--- config.mk ---
export PLATFORM = sky130hd
export DESIGN_NAME = countdown_timer
export DESIGN_NICKNAME = d
export VERILOG_FILES = /design/src/rtl/countdown_timer.sv
export SDC_FILE = /design/constraint.sdc
export NUM_CORES = 1
export LEC_CHECK = 0
export ABC_AREA = 1
export BUFFER_PORTS_ARGS = -buffer_cell sky130_fd_sc_hd__buf_2
export CORE_AREA = 2 2 95 51
export DETAILED_ROUTE_END_ITERATION = 8
export DIE_AREA = 0 0 97 53
export PLACE_DENSITY_LB_ADDON = 0.3
export SYNTH_ARGS = -nofsm -noshare
export SYNTH_HDL_FRONTEND = slang
export SYNTH_SLANG_ARGS = --single-unit
--- constraint.sdc ---
create_clock -name clock -period 2.3 [get_ports clock]
set_input_delay 0.345 -clock clock [delete_from_list [all_inputs] [get_ports clock]]
set_output_delay 0.345 -clock clock [all_outputs]
set_load 0.01 [all_outputs]
--- src/rtl/countdown_timer.sv ---
// countdown_timer: loadable down-counter ticked by a clock-enable prescaler,
// pulsing done for one cycle when the count reaches zero.
module countdown_timer #(
    parameter int WIDTH    = 4,
    parameter int TICK_DIV = 50000000
) (
    input  logic             clock,
    input  logic             reset,
    input  logic             enable,
    input  logic             load,
    input  logic [WIDTH-1:0] loadValue,
    output logic [WIDTH-1:0] countValue,
    output logic             running,
    output logic             done
);
    localparam int PW = $clog2(TICK_DIV);
    localparam logic [PW-1:0] PRE_MAX = PW'(TICK_DIV - 1);

    typedef enum logic {IDLE, RUN} state_t;

    state_t           r_state, w_state_next;
    logic [PW-1:0]    r_pre, w_pre_next;
    logic [WIDTH-1:0] r_count, w_count_next;
    logic             r_done, w_done_next;
    logic             w_adv, w_tick, w_last;

    always_ff @(posedge clock or negedge reset) begin
        if (!reset) begin
            r_state <= IDLE;
            r_pre   <= '0;
            r_count <= '0;
            r_done  <= 1'b0;
        end else begin
            r_state <= w_state_next;
            r_pre   <= w_pre_next;
            r_count <= w_count_next;
            r_done  <= w_done_next;
        end
    end

    // load outranks a tick, so a load on the expiry edge swallows the old done
    always_comb begin
        w_adv        = (r_state == RUN) && enable;
        w_tick       = w_adv && (r_pre == PRE_MAX);
        w_last       = w_tick && (r_count == WIDTH'(1));
        w_state_next = load ? ((loadValue != '0) ? RUN : IDLE) : (w_last ? IDLE : r_state);
        w_pre_next   = (load || w_tick) ? '0 : (w_adv ? r_pre + 1'b1 : r_pre);
        w_count_next = load ? loadValue : (w_tick ? r_count - 1'b1 : r_count);
        w_done_next  = load ? (loadValue == '0) : w_last;
    end

    always_comb begin
        countValue = r_count;
        running    = (r_state == RUN);
        done       = r_done;
    end
endmodule

; After elaboration in Yosys (flattened, before gate mapping)
; Cells that the tools add are included.
[word_totals]
output_inout_bits = 6
wordCells = 25
input_bits = 8
ff_bits = 32
[classes]
reduce_logical = 9
mux = 8
add_sub_neg = 2
n_eq_ne = 2
[ops]
columns = op, count
row1 = 26-bit 2-to-1 mux, 2
row2 = 26-bit by 1-bit adder with 26-bit output (second input constant), 1
row3 = 26-bit == test (second input constant), 1
row4 = 4-bit 2-to-1 mux, 2
row5 = 2-bit nonzero test, 3
row6 = 4-bit by 1-bit == test with 1-bit output (second input constant), 1
row7 = 4-bit logical NOT, 1
row8 = 1-bit 2-to-1 mux, 4
row9 = 4-bit nonzero test, 1
row10 = 4-bit by 1-bit subtractor with 4-bit output (second input constant), 1
row11 = 1-bit logical AND, 3
row12 = 1-bit logical OR, 1

; Longest topological paths before layout
[depth]
word_depth = 5
ltp_mapped = 10
mapped_depth_nobuf = 9

; Worst setup path after synthesis
; Ideal clock, no wire load.
[synth_timing]
path_kind = reg-to-reg
start = register r_pre[0]
end = register r_count[2], in the netlist countValue[2]
synth_period_minus_slack_ns = 1.369
setup_ns = 0.119
path_buffers = 1
setup_slack_ns = 0.931
arrival_ns = 1.249
required_time_ns = 2.181
stages_incl_launch_ff = 11
path_cell_list = dfrtp_1 > ha_1 > nand3_2 > inv_1 > nand2_1 > nor2_1 > nand2_1 > nand2_4 > buf_6 > nand2_1 > o21ai_2
[synth_between]
elab_chain_len = 3
[synth_lines]
columns = item, line
row1 = from (decl), 22  ; logic [PW-1:0] r_pre, w_pre_next;
row2 = from (signal assigned), 35  ; r_pre <= w_pre_next;
row3 = 26-bit == test, 44  ; w_tick = w_adv && (r_pre == PRE_MAX);
row4 = 1-bit logical AND, 44
row5 = 2-bit nonzero test (no line), -
row6 = to (signal assigned), 36  ; r_count <= w_count_next;
row7 = to (decl), 23  ; logic [WIDTH-1:0] r_count, w_count_next;
; Every way passes these cells.
; A chain may end at the register's enable or synchronous reset.

; Final worst setup path
[layout_timing]
start = register r_pre[0]
end = register r_state, in the netlist running
[layout_between]
elab_chain_len = 4
[layout_lines]
columns = item, line
row1 = 26-bit == test, 44
row2 = 1-bit logical AND, 44
row3 = 1-bit logical AND, 45  ; w_last = w_tick && (r_count == WIDTH'(1));
row4 = 2-bit nonzero test (no line), -
row5 = to (signal assigned), 34  ; r_state <= w_state_next;
row6 = to (decl), 21  ; state_t r_state, w_state_next;
; Every way passes these cells.

==> flow_metrics.tcl <==
set metrics [dict create \
    die_x_um 97 \
    synth-seq-cells 32 \
    num_rows 17 \
    layout.cells.non_filler 386 \
    ios 14 \
    design_area_um2 2280 \
    grt_pass1_vias 1704 \
    place_inst 378 \
    cts_resized 0 \
    drive_gt1_share_pct 10.6 \
    vdd_drop_max_uv 245 \
    total_power_mw 1.18 \
    grt_max_degree 34 \
    crit_arrival_ns 1.83 \
    fin_setup_tns_ns 0 \
    dieArea_um2 5140 \
    clk_latency_ns 0.29 \
    clock-root-buffer "clkbuf_8" \
    path_cells "ha_1 > nand3_2 > inv_1 > nand2_1 > nor2_1 > nand2_1 > nand2_4 > a21oi_1" \
    dpl_worst_slack_ns 0.645 \
    worst_slew_pin_slew_ns 0.733 \
    yosysWarnings 0 \
    clkTransAtPathRegs_ns 0.07 \
    hpwl_um 3840 \
    drv_cap 0 \
    cts_buffers 5 \
    grt_overflow_total 0 \
    diodes 0 \
    wire_per_inst_um 13.2 \
    crit_type "reg -> reg" \
    drtAntennaViolNets 0 \
    antenna_found_initial 0 \
    die_y_um 53 \
    ys_types 23 \
    cpMostUsedCell "nand2_1" \
    ys_seq_area_share_pct 38.3 \
    crit_fanout 33 \
    grtUsageTotal_pct 21.8 \
    hold_viol_final 0 \
    crit_required_ns 2.45 \
    drcViolationCount 0 \
    via_per_inst 5.08 \
    clock-sinks 32 \
    dpl-instance-area_um2 2190 \
    period_needed_ns 1.68 \
    p_leak_nw 1.06 \
    p_per_area_nw_per_um2 519 \
    slew_headroom_pct 51.1 \
    first_pass_iters 5 \
    routed_wl_um 5100 \
    postCtsHoldBufs 0 \
    initial_core_util_pct 48.8 \
    status "completed" \
    cts_max_level 2 \
    setup_viol 0 \
    grt_pass1_wl_um 8610 \
    cp_top_family "simple AND/OR/NAND/NOR gates" \
    gp_congestion 0.973 \
    finalMaxSlewViolations 0 \
    period_share_pct 73.2 \
    hp-class "in -> async" \
    cpMaxStageDelayCell "dfrtp_1" \
    synth_fp_nets 324 \
    timing.critical_path.buf_inv 1 \
    cp-end-kind "flop" \
    syn_area_um2 2090 \
    avgSynthCellArea_um2 6.67 \
    cts_tree "yes" \
    grt_setup_unrepaired "no" \
    finish.net_count 339 \
    finClkSkew_ns 0.00585 \
    slowest_delay_ns 0.39 \
    core_area_um2 4280 \
    synthCells 313 \
    setup_slack_ns 0.615 \
    drtIter0Drc 189 \
    cts_buffer_depth 2 \
    vias 1962 \
    worstSetupStartpointType "flop" \
    port_buffers 13 \
    area_growth_pct 9.23 \
    max_freq_ghz 0.594 \
    nFillCells 404 \
    post-cts-setup-buffer-count 0 \
]
## cell usage in the layout, fill, tap and decap left out, types with 2 or more instances in the layout
master     n
nand4_1   10
nor2_4     4
xor2_1     3
nand3_1   13
inv_1     47
a21oi_1    9
nor3_1     6
dfrtp_1   32
nand2_1   91
buf_2     13
nand2_2    4
ha_1       3
nand3b_1   3
clkbuf_1   2
nor2_1    59
nor2_2     4
o21ai_0   13
xnor2_1    2
clkbuf_8   6
nand2_4    2
## stage by stage
stage / hold WS [ns] / utilization (%)
floorplan: 0.0494 / -
global placement: 0.439 / 51.2
detailed placement: 0.441 / 51.2
CTS: 0.135 / 53.4
global route: 0.187 / 53.4
finish: 0.111 / 53.4
## report_power, final
part	total [mW]	leakage, nW	switching [mW]	internal [mW]
sequential	0.594	0.435	0.0152	0.579
combinational	0.126	0.578	0.0875	0.0390
clock	0.463	0.0455	0.219	0.244
## layout make-up
cell class	instances	area, um^2	area share (%)
inverter	47	176	7.73
multi-input combinational	229	1080	47.2
clock buffer	8	90.1	3.95
tap	57	71.3	3.13
timing repair buffer	13	65.1	2.85
sequential	32	801	35.1
## metal layers
metal | global-route usage (%) | vias to the layer above | part of all wire (%) | wire (um)
met5 | 0 | - | 0 | 0
met3 | 7.27 | 4 | 12 | 617
met4 | 4.23 | 0 | 0.57 | 29
met1 | 35.5 | 868 | 55 | 2800
li1 | - | 989 | - | -
met2 | 26.0 | 101 | 32 | 1650
## synthesized netlist by cell type
master,count,share of area (%)
a21oi_1,9,2.2
and2_1,1,0.30
buf_4,2,0.72
buf_6,1,0.54
clkbuf_1,2,0.36
dfrtp_1,32,38
ha_1,3,1.8
inv_1,47,8.4
nand2_1,91,16
nand2_2,4,1.2
nand2_4,2,1.1
nand3_1,13,3.1
nand3_2,1,0.48
nand3b_1,3,1.1
nand4_1,10,3.0
nor2_1,59,11
nor2_2,4,1.2
nor2_4,4,2.2
nor3_1,6,1.4
o21ai_0,13,3.1
o21ai_2,1,0.42
xnor2_1,2,0.84
xor2_1,3,1.3
## worst paths after layout
check | slack [ns] | endpoint | cells after the start | startpoint
max in group asynchronous | 1.71 | r_pre[14] | 1 | reset
hold / removal | 0.11 | countValue[0] | 1 | reset
hold reg to reg | 0.56 | r_pre[1] | 2 | r_pre[1]
min in group clock | 0.40 | countValue[0] | 5 | loadValue[0]
setup reg to reg | 0.62 | running | 8 | r_pre[0]
setup / recovery | 0.62 | running | 8 | r_pre[0]
## cells by family (layout without fill, tap and decap cells)
group,count (synthesis),after routing,synth area share [%]
flip-flops,32,32,38.3
adder cells (fa/ha/maj),3,3,1.80
AND/OR/NAND/NOR,198,198,42.0
AO/OA/AOI/OAI,23,23,5.69
XOR/XNOR,5,5,2.10
buffers and inverters,52,68,10.1
## worst reg2reg max path, cell delays in order, from the launching register on
cell	delay (ns)
dfrtp_1	0.39
ha_1	0.20
nand3_2	0.13
inv_1	0.13
nand2_1	0.07
nor2_1	0.10
nand2_1	0.09
nand2_4	0.29
a21oi_1	0.14
## state kept, by name, indices dropped and copies added (netlist names)
signal      count
countValue      4
done            1
r_pre          26
running         1
No activity file was read; power rests on OpenSTA's default activity.
